$ cat src/rtl/updown_counter_gen_pkg.sv
// Shared constants and helpers for the up/down counter family.
package updown_counter_gen_pkg;

  localparam int DEFAULT_WIDTH    = 8;
  localparam int DEFAULT_PRESCALE = 1;

  // Bits needed to hold a count of 0..n-1 (at least one bit).
  function automatic int cnt_width(input int n);
    return (n <= 2) ? 1 : $clog2(n);
  endfunction

endpackage

$ cat src/rtl/updown_counter_gen_prescaler_tick.sv
// Enabled-cycle divider: tick is high while the count sits at N-1, so the
// enabled cycle seen with tick high is every N-th one. clr restarts the interval.
module prescaler_tick
  import updown_counter_gen_pkg::*;
#(
  parameter int N = 1
) (
  input  logic clk,
  input  logic reset,
  input  logic en,
  input  logic clr,
  output logic tick
);

  generate
    if (N <= 1) begin : g_bypass
      logic w_unused;
      assign w_unused = clk ^ reset ^ en ^ clr;
      assign tick     = 1'b1;
    end else begin : g_count
      localparam int CW = cnt_width(N);
      localparam logic [CW-1:0] LAST = CW'(N - 1);

      logic [CW-1:0] r_cnt;

      always_ff @(posedge clk or posedge reset) begin
        if (reset) begin
          r_cnt <= '0;
        end else if (clr) begin
          r_cnt <= '0;
        end else if (en) begin
          r_cnt <= (r_cnt == LAST) ? '0 : r_cnt + CW'(1);
        end
      end

      assign tick = (r_cnt == LAST);
    end
  endgenerate

endmodule

$ cat src/rtl/updown_counter_gen.sv
// Parametrised up/down counter with modulus, wrap/saturate policy, parallel
// load, prescaled enable, registered ovf/udf pulses and a terminal-count flag.
module updown_counter_gen
  import updown_counter_gen_pkg::*;
#(
  parameter int WIDTH    = DEFAULT_WIDTH,
  parameter int MAX_VAL  = 2**WIDTH - 1,
  parameter int SATURATE = 0,
  parameter int PRESCALE = DEFAULT_PRESCALE
) (
  input  logic             clk,
  input  logic             reset,
  input  logic             en,
  input  logic             mode,
  input  logic             load,
  input  logic [WIDTH-1:0] load_val,
  output logic [WIDTH-1:0] q,
  output logic             tc,
  output logic             ovf,
  output logic             udf
);

  generate
    if (WIDTH < 2) begin : g_bad_width
      $error("updown_counter_gen: WIDTH must be at least 2");
    end
    if (MAX_VAL < 1 || MAX_VAL > 2**WIDTH - 1) begin : g_bad_max
      $error("updown_counter_gen: MAX_VAL must lie in 1..2**WIDTH-1");
    end
    if (PRESCALE < 1) begin : g_bad_pre
      $error("updown_counter_gen: PRESCALE must be at least 1");
    end
  endgenerate

  localparam logic [WIDTH-1:0] MAX_Q = WIDTH'(MAX_VAL);
  localparam bit               SAT   = (SATURATE != 0);

  logic [WIDTH-1:0] r_q;
  logic             r_ovf;
  logic             r_udf;

  logic             w_tick;
  logic             w_step;
  logic             w_at_max;
  logic             w_at_zero;
  logic [WIDTH-1:0] w_q_next;
  logic             w_ovf_next;
  logic             w_udf_next;

  // A load restarts the prescale interval, so the next step is a full interval away.
  prescaler_tick #(
    .N (PRESCALE)
  ) u_prescaler (
    .clk   (clk),
    .reset (reset),
    .en    (en),
    .clr   (load),
    .tick  (w_tick)
  );

  assign w_step    = en & ~load & w_tick;
  assign w_at_max  = (r_q == MAX_Q);
  assign w_at_zero = (r_q == '0);

  always_comb begin
    w_q_next   = r_q;
    w_ovf_next = 1'b0;
    w_udf_next = 1'b0;
    if (load) begin
      w_q_next = (load_val > MAX_Q) ? MAX_Q : load_val;
    end else if (w_step) begin
      if (mode) begin
        if (w_at_max) begin
          w_ovf_next = 1'b1;
          w_q_next   = SAT ? r_q : '0;
        end else begin
          w_q_next = r_q + WIDTH'(1);
        end
      end else begin
        if (w_at_zero) begin
          w_udf_next = 1'b1;
          w_q_next   = SAT ? r_q : MAX_Q;
        end else begin
          w_q_next = r_q - WIDTH'(1);
        end
      end
    end
  end

  always_ff @(posedge clk or posedge reset) begin
    if (reset) begin
      r_q   <= '0;
      r_ovf <= 1'b0;
      r_udf <= 1'b0;
    end else begin
      r_q   <= w_q_next;
      r_ovf <= w_ovf_next;
      r_udf <= w_udf_next;
    end
  end

  assign q   = r_q;
  assign ovf = r_ovf;
  assign udf = r_udf;
  assign tc  = mode ? w_at_max : w_at_zero;

endmodule

$ cat config.mk
export PLATFORM = sky130hd
export DESIGN_NAME = updown_counter_gen
export DESIGN_NICKNAME = d
export VERILOG_FILES = /design/src/rtl/updown_counter_gen_pkg.sv /design/src/rtl/updown_counter_gen_prescaler_tick.sv /design/src/rtl/updown_counter_gen.sv
export SDC_FILE = /design/constraint.sdc
export NUM_CORES = 1
export LEC_CHECK = 0
export ABC_AREA = 1
export BUFFER_PORTS_ARGS = -buffer_cell sky130_fd_sc_hd__buf_4
export CORE_MARGIN = 2
export CORE_UTILIZATION = 58
export CTS_BUF_LIST = sky130_fd_sc_hd__clkbuf_8
export CTS_CLUSTER_DIAMETER = 60
export CTS_CLUSTER_SIZE = 30
export DETAILED_ROUTE_END_ITERATION = 8
export PLACE_DENSITY = 0.95
export SLEW_MARGIN = 20
export SYNTH_ARGS = -nofsm -noshare
export SYNTH_HDL_FRONTEND = slang
export SYNTH_HIERARCHICAL = 1
export SYNTH_SLANG_ARGS = --single-unit
$ cat constraint.sdc
create_clock -name clk -period 3.85 [get_ports clk]
set_clock_uncertainty 0.15 [all_clocks]
set_input_delay 0 -clock clk [delete_from_list [all_inputs] [get_ports clk]]
set_output_delay 0 -clock clk [all_outputs]
set_load 0.01 [all_outputs]
---- Word level (Yosys, flattened, before mapping) ----
Cells that the tools add are included.
storage, ports and cells
  flip-flop bits (word level) ............. 10
  latch bits .............................. 0
  RAM bits ................................ 0
  bits in read-only memories .............. 0
  input port bits ......................... 13
  memories kept ........................... 0
cells by class
  add/sub/neg operators ................... 2
  $mul .................................... 0
  divide/modulo/power cells ............... 0
  magnitude comparators ................... 1
  eq/ne operators ......................... 1
  shift operators ......................... 0
  multiplexer cells ....................... 15
  bitwise logic cells ..................... 2
  reductions and logical operators ........ 2
operators by type and width
  kind                                               number
  2-to-1 mux 8 bit                                   6
  2-to-1 mux 1 bit                                   9
  adder 8 x 1 -> 8 bit (second input constant)       1
  equality test 8 bit (second input constant)        1
  > comparator 8 bit (second input constant)         1
  zero test 8 bit                                    1
  subtractor 8 x 1 -> 8 bit (second input constant)  1
  nonzero test 2 bit                                 1
  AND 1 bit                                          1
  NOT 1 bit                                          1

---- Logic depth before layout (Yosys ltp) ----
Gate-level depths: netlist of run 1.
  depth after elaboration ................. 5
  mapped depth ............................ 10
  mapped depth without buffers ............ 10

---- Cells and area by module ----
Netlist of run 1, hierarchy kept.
modules (own cells, without submodules)
  module              times used  cells each  area an instance (µm²)  seq. area each (µm²)
  updown_counter_gen  1           146         892.1                   250.2
  prescaler_tick      1           2           11.3                    0.0

---- Worst setup path after synthesis of run 1 ----
No wires, ideal clock.
  path type ............................... flip-flop to flip-flop
  start ................................... register r_q[0] (netlist: q[0])
  end ..................................... register r_q[7] (netlist: q[7])
  setup time .............................. 0.065 ns
  data arrival time ....................... 1.274 ns
  data required time ...................... 3.635 ns
  slack ................................... 2.361 ns
  cell stages (with the launch flop) ...... 11
  period minus slack after synthesis ...... 1.489 ns
  cells stage by stage .................... dfrtp_1 > inv_1 > ha_1 > nand2_1 > nor2_1 > nand3_2 > nand2_2 > inv_2 > nand3_1 > nand2_1 > nand2_1
on the way
  longest elaborated chain between the ends .. 5
ends and longest elaborated chain
  what                                               RTL line                                            RTL
  start, declared                                    updown_counter_gen.sv:38                            logic [WIDTH-1:0] r_q;
  start signal, assigned                             updown_counter_gen.sv:96                            r_q <= w_q_next;
  subtractor 8 x 1 -> 8 bit (tied with other cells)  updown_counter_gen.sv:84                            w_q_next = r_q - WIDTH'(1);
  2-to-1 mux 8 bit, on equally long branches         updown_counter_gen.sv:80, updown_counter_gen.sv:73
  2-to-1 mux 8 bit *                                 updown_counter_gen.sv:72                            if (mode) begin
  2-to-1 mux 8 bit *                                 updown_counter_gen.sv:71                            end else if (w_step) begin
  2-to-1 mux 8 bit *                                 updown_counter_gen.sv:69                            if (load) begin
Every way passes the cells marked *; elsewhere a longest branch is shown, timed or not. The select of a mux whose other input is x is not followed.
A chain may end at the register's enable or synchronous reset.

---- Worst setup path after layout of run 1 ----
  start ................................... input load
  end ..................................... register r_q[5] (netlist: q[5])
on the way
  longest elaborated chain between the ends .. 3
ends and longest elaborated chain
  what                          RTL line                  RTL
  start, declared               updown_counter_gen.sv:15  input logic load,
  NOT 1 bit                     updown_counter_gen.sv:61  assign w_step = en & ~load & w_tick;
  AND 1 bit                     updown_counter_gen.sv:61
  nonzero test 2 bit (no line)  n/a
Several ways; a longest one is shown, not always the timed one.

==> flow_metrics.tcl, run 1 <==
set metrics [dict create \
    outcome "complete, but fails checks" \
    violations "DRC" \
    max_stage_delay_ns 0.56 \
    syn_area_per_cell_um2 6.10 \
    min_period_over_period_pct 68.4 \
    drt-total-wl_um 3440 \
    drt.antenna.violating_nets 0 \
    crit_top_cell "dlygate4sd3_1" \
    htree_levels 1 \
    total_power_uw 449 \
    cts_tree "built" \
    grtUsageTotal_pct 41.4 \
    synth.top_cell.area_share_pct 27.7 \
    post_cts_resized 0 \
    yosysSeqAreaShare_pct 27.7 \
    hold_class "input port to flop" \
    numPortBuffers 23 \
    dp_slack_ns 2.18 \
    dp_hpwl_um 1820 \
    peakVddDrop_uv 431 \
    drt-initial-drc-count 116 \
    final_hold_viol_count 0 \
    clock-sinks 10 \
    rrSetupSlack_ns 1.51 \
    clkTransAtPathRegs_ns 0.05 \
    fin_tns_setup_ns 0 \
    grt_pass1_wl_um 5650 \
    whs_ns 0.0395 \
    drive_gt1_share_pct 23.1 \
    netlist_instances 148 \
    first_global_vias 1179 \
    path_max_fanout 8 \
    fin_nets 203 \
    dr.pass1.iters 9 \
    post_cts_buffers 0 \
    setup_viol 0 \
    multi_input_area_um2 544 \
    numCtsBuffers 3 \
    endpoint_kind "flop" \
    synth_ff_type "dfrtp_1" \
    grt_max_degree 11 \
    rsz0062_at_grt "no" \
    fmax_mhz 380 \
    drc 2 \
    slew_viol_final 0 \
    drv_cap 0 \
    power_density_nw_per_um2 351 \
    worstPathCellList "dlygate4sd3_1 -> buf_4 -> inv_2 -> nand2_1 -> inv_2 -> a22o_1 -> dlygate4sd3_1 -> inv_1 -> nand2_1 -> dlygate4sd3_1" \
    die_area_um2 1890 \
    synth-warning-count 6 \
    synth_edf_count 0 \
    regArea_um2 250 \
    worst_ep_required_time_ns 3.82 \
    viasPerCell 5.93 \
    async_flop_share_pct 100 \
    fin_util_pct 86.1 \
    cts_root_buf "clkbuf_8" \
    synth_cell_types 23 \
    start_util_pct 60.7 \
    p_leak_nw 0.680 \
    synth_nets 164 \
    area_growth_pct 41.8 \
    yosys.area.top_type "dfrtp_1" \
    ys_seq_elements 10 \
    worst_slack_ns 1.22 \
    antenna_found_initial 1 \
    crit_type "input port to flop" \
    cts_hold_buf 15 \
    drt-wirelength-per-cell_um 16.9 \
    rows 14 \
    chipHeight_um 43.5 \
    clock_latency_ns 0.25 \
    place_congestion 0.878 \
    clockBufferDepth 2 \
    io_pins 24 \
    dieWidth_um 43.5 \
    fillers 75 \
    overflow 0 \
    cp-start-kind "input port" \
    syn_area_um2 903 \
    core-area_um2 1490 \
    synth_area_leaders "dfrtp_1, nand2_1, nand3_1" \
    cp.arrival_ns 2.61 \
    finalCriticalPeriod_ns 2.63 \
    vias 1204 \
    critPathSlowestCell "dlygate4sd3_1" \
]
-- synth_stat cells, drive strengths merged, types with 2 or more instances --
cell type and count:
nor2 19, dfrtp 10, ha 3, inv 23, nand4 2, a21oi 3, nand2 48, xor2 4
o21ai 11, buf 4, nand3 15
-- metrics by stage --
stage | cells | area (um^2)
floorplan | 148 | 903
global placement | 183 | 1070
detailed placement | 183 | 1070
CTS | 202 | 1280
global route | 203 | 1280
finish | 203 | 1280
-- cell type report --
cell class	instances	area share (%)
Timing Repair Buffer	38	25.2
Multi-Input combinational cell	111	42.5
Sequential cell	10	19.5
Antenna cell	1	0.195
Clock buffer	4	4.30
Inverter	23	6.74
Tap cell	16	1.56
-- logic make-up (layout without fill, tap and decap cells) --
family | after synthesis | count (layout) | synth area share (%)
other | 1 | 2 | 0.415
buffers and inverters | 27 | 65 | 12.0
flip-flops | 10 | 10 | 27.7
adder cells (fa/ha/maj) | 3 | 3 | 4.16
AND/OR/NAND/NOR | 87 | 87 | 42.1
AO/OA/AOI/OAI | 16 | 16 | 9.69
XOR/XNOR | 4 | 4 | 3.88
-- power by group --
part / switching, mW / leakage (nW) / internal, mW
Sequential: 0.0301 / 0.124 / 0.117
Combinational: 0.0905 / 0.527 / 0.0708
Clock: 0.0506 / 0.0288 / 0.0906
Total: 0.171 / 0.680 / 0.278
-- cells in the final DEF (no fill, tap or decap), types with 2 or more instances in the layout --
master and count:
a21oi_1 3, buf_4 23, clkbuf_8 4, dfrtp_1 10
dlygate4sd3_1 15, ha_1 3, inv_1 15, inv_2 8
nand2_1 45, nand2_2 3, nand3_1 14, nand4_1 2
nor2_1 17, nor2_2 2, o21ai_0 10, xor2_1 4
-- flip-flops by register name, indices dropped and copies added, names as in the netlist --
register  cells
ovf           1
udf           1
q             8
-- routing by layer --
metal	routed length, um	vias to the layer above	track usage [%]
met5	0	-	0
met4	159	0	25.5
met3	328	22	9.17
met2	1700	101	69.3
met1	1250	546	47.8
li1	-	535	-
-- critical path: cells and delay by family --
family | cells | cell delay [ns]
buffers and inverters | 7 | 2.08
and+or+nand+nor | 2 | 0.29
AOI/OAI and AO/OA | 1 | 0.22
-- final timing paths --
kind / startpoint / endpoint / cells after the start
min: mode / q[1] / 3
max reg2reg: q[0] / q[6] / 10
max in group asynchronous: reset / q[7] / 3
min in group asynchronous: reset / udf / 3
min reg2reg: q[7] / q[7] / 2
max: load / q[5] / 10
(Power assumes the default switching activity.)
==> run 2: changes to the inputs <==
--- a/config.mk
+++ b/config.mk
@@ -8,12 +8,12 @@
 export ABC_AREA = 1
 export BUFFER_PORTS_ARGS = -buffer_cell sky130_fd_sc_hd__buf_4
 export CORE_MARGIN = 2
-export CORE_UTILIZATION = 58
+export CORE_UTILIZATION = 54
 export CTS_BUF_LIST = sky130_fd_sc_hd__clkbuf_8
 export CTS_CLUSTER_DIAMETER = 60
 export CTS_CLUSTER_SIZE = 30
 export DETAILED_ROUTE_END_ITERATION = 8
-export PLACE_DENSITY = 0.95
+export PLACE_DENSITY = 0.91
 export SLEW_MARGIN = 20
 export SYNTH_ARGS = -nofsm -noshare
 export SYNTH_HDL_FRONTEND = slang
==> constraint.sdc (replaced) <==
create_clock -name clk -period 2.6 [get_ports clk]
set_clock_uncertainty 0.15 [all_clocks]
set_input_delay 0 -clock clk [delete_from_list [all_inputs] [get_ports clk]]
set_output_delay 0 -clock clk [all_outputs]
set_load 0.01 [all_outputs]
==> flow_metrics.tcl, run 2 (synthesis gave the netlist of run 1 again) <==
set metrics [dict create \
    finalCriticalPeriod_ns 2.44 \
    area_growth_pct 41.8 \
    fmax_mhz 410 \
    start_util_pct 58.6 \
    core-area_um2 1540 \
    endpoint_kind "flop" \
    clock-sinks 10 \
    crit_type "input port to flop" \
    htree_levels 1 \
    fin_tns_setup_ns 0 \
    whs_ns 0.0415 \
    drt.antenna.violating_nets 0 \
    rsz0062_at_grt "no" \
    clockBufferDepth 2 \
    drive_gt1_share_pct 23.7 \
    critPathSlowestCell "dlygate4sd3_1" \
    cts_tree "built" \
    fin_util_pct 83.1 \
    clkTransAtPathRegs_ns 0.06 \
    crit_buf_inv 7 \
    numCtsBuffers 3 \
    hold_class "input port to flop" \
    cp-start-kind "input port" \
    drt-initial-drc-count 75 \
    die_area_um2 2020 \
    drc 0 \
    viasPerCell 5.84 \
    clock_latency_ns 0.25 \
    first_global_vias 1100 \
    worstPathCellList "dlygate4sd3_1 -> buf_4 -> inv_2 -> nand2_2 -> inv_2 -> a22o_1 -> dlygate4sd3_1 -> inv_1 -> nand2_1 -> dlygate4sd3_1" \
    antenna_found_initial 0 \
    final_common_cell "nand2_1" \
    critPathTopFamily "buffers and inverters" \
    setup_viol 0 \
    crit_top_cell "dlygate4sd3_1" \
    io_pins 24 \
    fin_nets 203 \
    cts_root_buf "clkbuf_8" \
    p_leak_nw 0.680 \
    place_congestion 0.871 \
    drt-wirelength-per-cell_um 15.3 \
    max_stage_delay_ns 0.55 \
    layout.cells.non_filler 202 \
    largest_register_ffs 8 \
    dr.pass1.iters 4 \
    slew_viol_final 0 \
    grt_pass1_wl_um 5090 \
    min_period_over_period_pct 93.8 \
    cp.arrival_ns 2.42 \
    post_cts_buffers 0 \
    rows 14 \
    overflow 0 \
    path_max_fanout 8 \
    dieWidth_um 44.9 \
    layout_common_cells "nand2_1, buf_4, nor2_1" \
    drv_cap 0 \
    drt-total-wl_um 3100 \
    power_density_nw_per_um2 517 \
    outcome "finished, final reports clean" \
    numPortBuffers 23 \
    total_power_uw 662 \
    peakVddDrop_uv 390 \
    grtUsageTotal_pct 35.8 \
    dp_hpwl_um 1800 \
    grt_max_degree 11 \
    fillers 102 \
    final_hold_viol_count 0 \
    chipHeight_um 44.9 \
    vias 1179 \
    antennaDiodeCount 0 \
    worst_ep_required_time_ns 2.58 \
    place_inst 183 \
]
[run 2: cell count changes in the layout (fill, tap and decap cells not counted), sizes merged]
| cell | previous run | this run |
|---|---|---|
| diode | 1 | 0 |
[run 2: report_power, final]
| group | leakage (nW) | switching (mW) | internal [mW] | total, mW |
|---|---|---|---|---|
| clock | 0.0288 | 0.0741 | 0.134 | 0.208 |
| combinational | 0.527 | 0.132 | 0.105 | 0.237 |
| sequential | 0.124 | 0.0435 | 0.173 | 0.216 |
[run 2: cell type report]
cell class	count	area, um^2	share of cell area (%)
Tap cell	16	20.0	1.56
Sequential cell	10	250	19.5
Inverter	23	86.3	6.74
Multi-Input combinational cell	111	547	42.7
Timing Repair Buffer	38	323	25.2
Clock buffer	4	55.1	4.30
[run 2: what timing repair did]
item                                    CTS  global route
endpoints found under the setup margin    0             1
hold endpoints to repair                 20             0
hold buffers                             15             0
gates resized for setup                   0             1
[run 2: worst reg2reg max path, stage by stage, from the launching register on]
cell and delay [ns]:
dfrtp_1 0.43, inv_1 0.18, ha_1 0.23, inv_1 0.06, nor2_1 0.22, nand2_1 0.09
nand2_1 0.07, nand4_1 0.10, nand3_1 0.10, nand2_1 0.05, dlygate4sd3_1 0.56
[run 2: per-layer routing]
layer	wire length, um	vias to the layer above	global-route usage [%]	part of all wire, %
li1	-	536	-	-
met1	1070	510	41.0	34
met2	1570	108	62.0	51
met3	336	25	9.60	11
met4	127	0	16.5	4.1
met5	0	-	0	0
[run 2: metrics by stage]
| stage | setup WS, ns | instance area (um^2) |
|---|---|---|
| 6_report | 0.161 | 1280 |
| 4_1_cts | 0.145 | 1280 |
| 3_3_place_gp | 0.990 | 1070 |
| 2_1_floorplan | 1.11 | 903 |
| 5_1_grt | 0.102 | 1280 |
| 3_5_place_dp | 0.977 | 1070 |
[run 2: final timing paths]
path | depth (start not counted) | to | slack [ns] | start
worst max-delay path | 10 | q[5] | 0.16 | load
worst min-delay path | 5 | q[2] | 0.04 | mode
worst max register to register | 10 | q[6] | 0.26 | q[0]
worst min register to register | 2 | q[0] | 0.49 | q[0]
max in group asynchronous | 3 | q[7] | 1.84 | reset
min in group asynchronous | 3 | ovf | 0.16 | reset
==> run 3: changes to the inputs <==
--- a/config.mk
+++ b/config.mk
@@ -11,9 +11,10 @@
 export CORE_UTILIZATION = 54
 export CTS_BUF_LIST = sky130_fd_sc_hd__clkbuf_8
 export CTS_CLUSTER_DIAMETER = 60
-export CTS_CLUSTER_SIZE = 30
 export DETAILED_ROUTE_END_ITERATION = 8
+export HOLD_SLACK_MARGIN = 0.12
 export PLACE_DENSITY = 0.91
+export SKIP_CTS_REPAIR_TIMING = 1
 export SLEW_MARGIN = 20
 export SYNTH_ARGS = -nofsm -noshare
 export SYNTH_HDL_FRONTEND = slang
==> flow_metrics.tcl, run 3 (synthesis gave the netlist of run 1 again) <==
set metrics [dict create \
    drc 0 \
    whs_path_depth 5 \
    numCtsBuffers 3 \
    drt-initial-drc-count 106 \
    clockBufferDepth 2 \
    worst_slack_ns -0.0256 \
    cts_tree "built" \
    drt-wirelength-per-cell_um 17.5 \
    regArea_um2 250 \
    drt-total-wl_um 3670 \
    drive_gt1_share_pct 22.3 \
    die_area_um2 2020 \
    htree_levels 1 \
    chipHeight_um 44.9 \
    grtUsageTotal_pct 28.7 \
    slew_viol_final 0 \
    place_congestion 0.871 \
    min_period_over_period_pct 101 \
    start_util_pct 58.6 \
    power_density_nw_per_um2 518 \
    antenna_found_initial 0 \
    cp.arrival_ns 2.62 \
    antennaDiodeCount 0 \
    worst_ep_required_time_ns 2.59 \
    p_leak_nw 0.712 \
    layout_common_cells "nand2_1, buf_4, dlygate4sd3_1" \
    dr.pass1.iters 6 \
    stdcell_area_um2 1350 \
    setup_viol 1 \
    ff2ff_path_depth 11 \
    fillers 81 \
    layout.cells.non_filler 209 \
    dp_hpwl_um 1800 \
    first_global_vias 959 \
    violations "setup timing" \
    vias 1278 \
    clock_latency_ns 0.25 \
    overflow 0 \
    rows 14 \
    fin_nets 210 \
    dieWidth_um 44.9 \
    numPortBuffers 23 \
    fmax_mhz 381 \
    place_inst 183 \
    placed_cell_area_um2 1070 \
    endpoint_kind "flop" \
    path_max_fanout 8 \
    peakVddDrop_uv 511 \
    area_growth_pct 49.3 \
    cts_root_buf "clkbuf_8" \
    drv_cap 0 \
    rrSetupSlack_ns 0.19 \
    core-area_um2 1540 \
    crit_type "input port to flop" \
    whs_ns 0.0992 \
    clkTransAtPathRegs_ns 0.06 \
    multi_input_area_um2 544 \
    final_hold_viol_count 0 \
    cp-start-kind "input port" \
    grt_max_degree 11 \
    viasPerCell 6.11 \
    clock-sinks 10 \
    final_common_cell "nand2_1" \
    finalCriticalPeriod_ns 2.63 \
    largest_register_ffs 8 \
    grt_pass1_wl_um 4160 \
    hold_class "input port to flop" \
    drt.antenna.violating_nets 0 \
    io_pins 24 \
    outcome "complete, but fails checks" \
]
==> run 3: cell count changes in the layout (fill, tap and decap cells not counted) <==
cell | before | now
dlygate4sd3_1 | 15 | 22
nand2_1 | 44 | 45
nand2_2 | 4 | 3
==> run 3: path summary, 6_finish.rpt <==
check / endpoint / startpoint
min: ovf / mode
min in group asynchronous: q[6] / reset
max: q[5] / load
min reg2reg: q[7] / q[7]
max reg2reg: q[4] / q[0]
max in group asynchronous: q[7] / reset
==> run 3: final cells by class <==
| cell class | instances | share of cell area [%] |
|---|---|---|
| tap | 16 | 1.48 |
| inverter | 23 | 6.40 |
| timing repair buffer | 45 | 29.1 |
| multi-input combinational | 111 | 40.4 |
| clock buffer | 4 | 4.08 |
| sequential | 10 | 18.6 |
==> run 3: critical path: stages <==
cell and delay, ns:
dlygate4sd3_1 0.56, buf_4 0.15, inv_2 0.08, nand2_1 0.25, inv_2 0.14, a22o_1 0.21, dlygate4sd3_1 0.57, inv_1 0.06
nand2_1 0.04, dlygate4sd3_1 0.54
==> run 3: power breakdown <==
| group | switching, mW | total, mW | internal (mW) | leakage (nW) |
|---|---|---|---|---|
| sequential | 0.0461 | 0.219 | 0.173 | 0.124 |
| combinational | 0.145 | 0.263 | 0.118 | 0.559 |
| clock | 0.0823 | 0.217 | 0.135 | 0.0288 |
| total | 0.273 | 0.698 | 0.425 | 0.712 |
==> run 3: layer usage <==
| layer | track usage [%] | vias to the layer above | share of wire, % |
|---|---|---|---|
| met5 | 0 | - | 0 |
| met4 | 11.8 | 0 | 6.5 |
| met3 | 6.40 | 37 | 12 |
| met2 | 48.7 | 125 | 47 |
| met1 | 35.3 | 566 | 35 |
| li1 | - | 550 | - |
==> run 3: stage by stage <==
step                total power, mW  setup TNS (ns)  util, %  worst slack, ns
global route                  0.726         -0.0607     87.5          -0.0607
floorplan                     0.343               0        -             1.11
detailed placement            0.415               0     69.6            0.977
CTS                           0.621               0     73.2            0.894
finish                        0.698         -0.0256     87.5          -0.0256
global placement              0.408               0     69.6            0.990
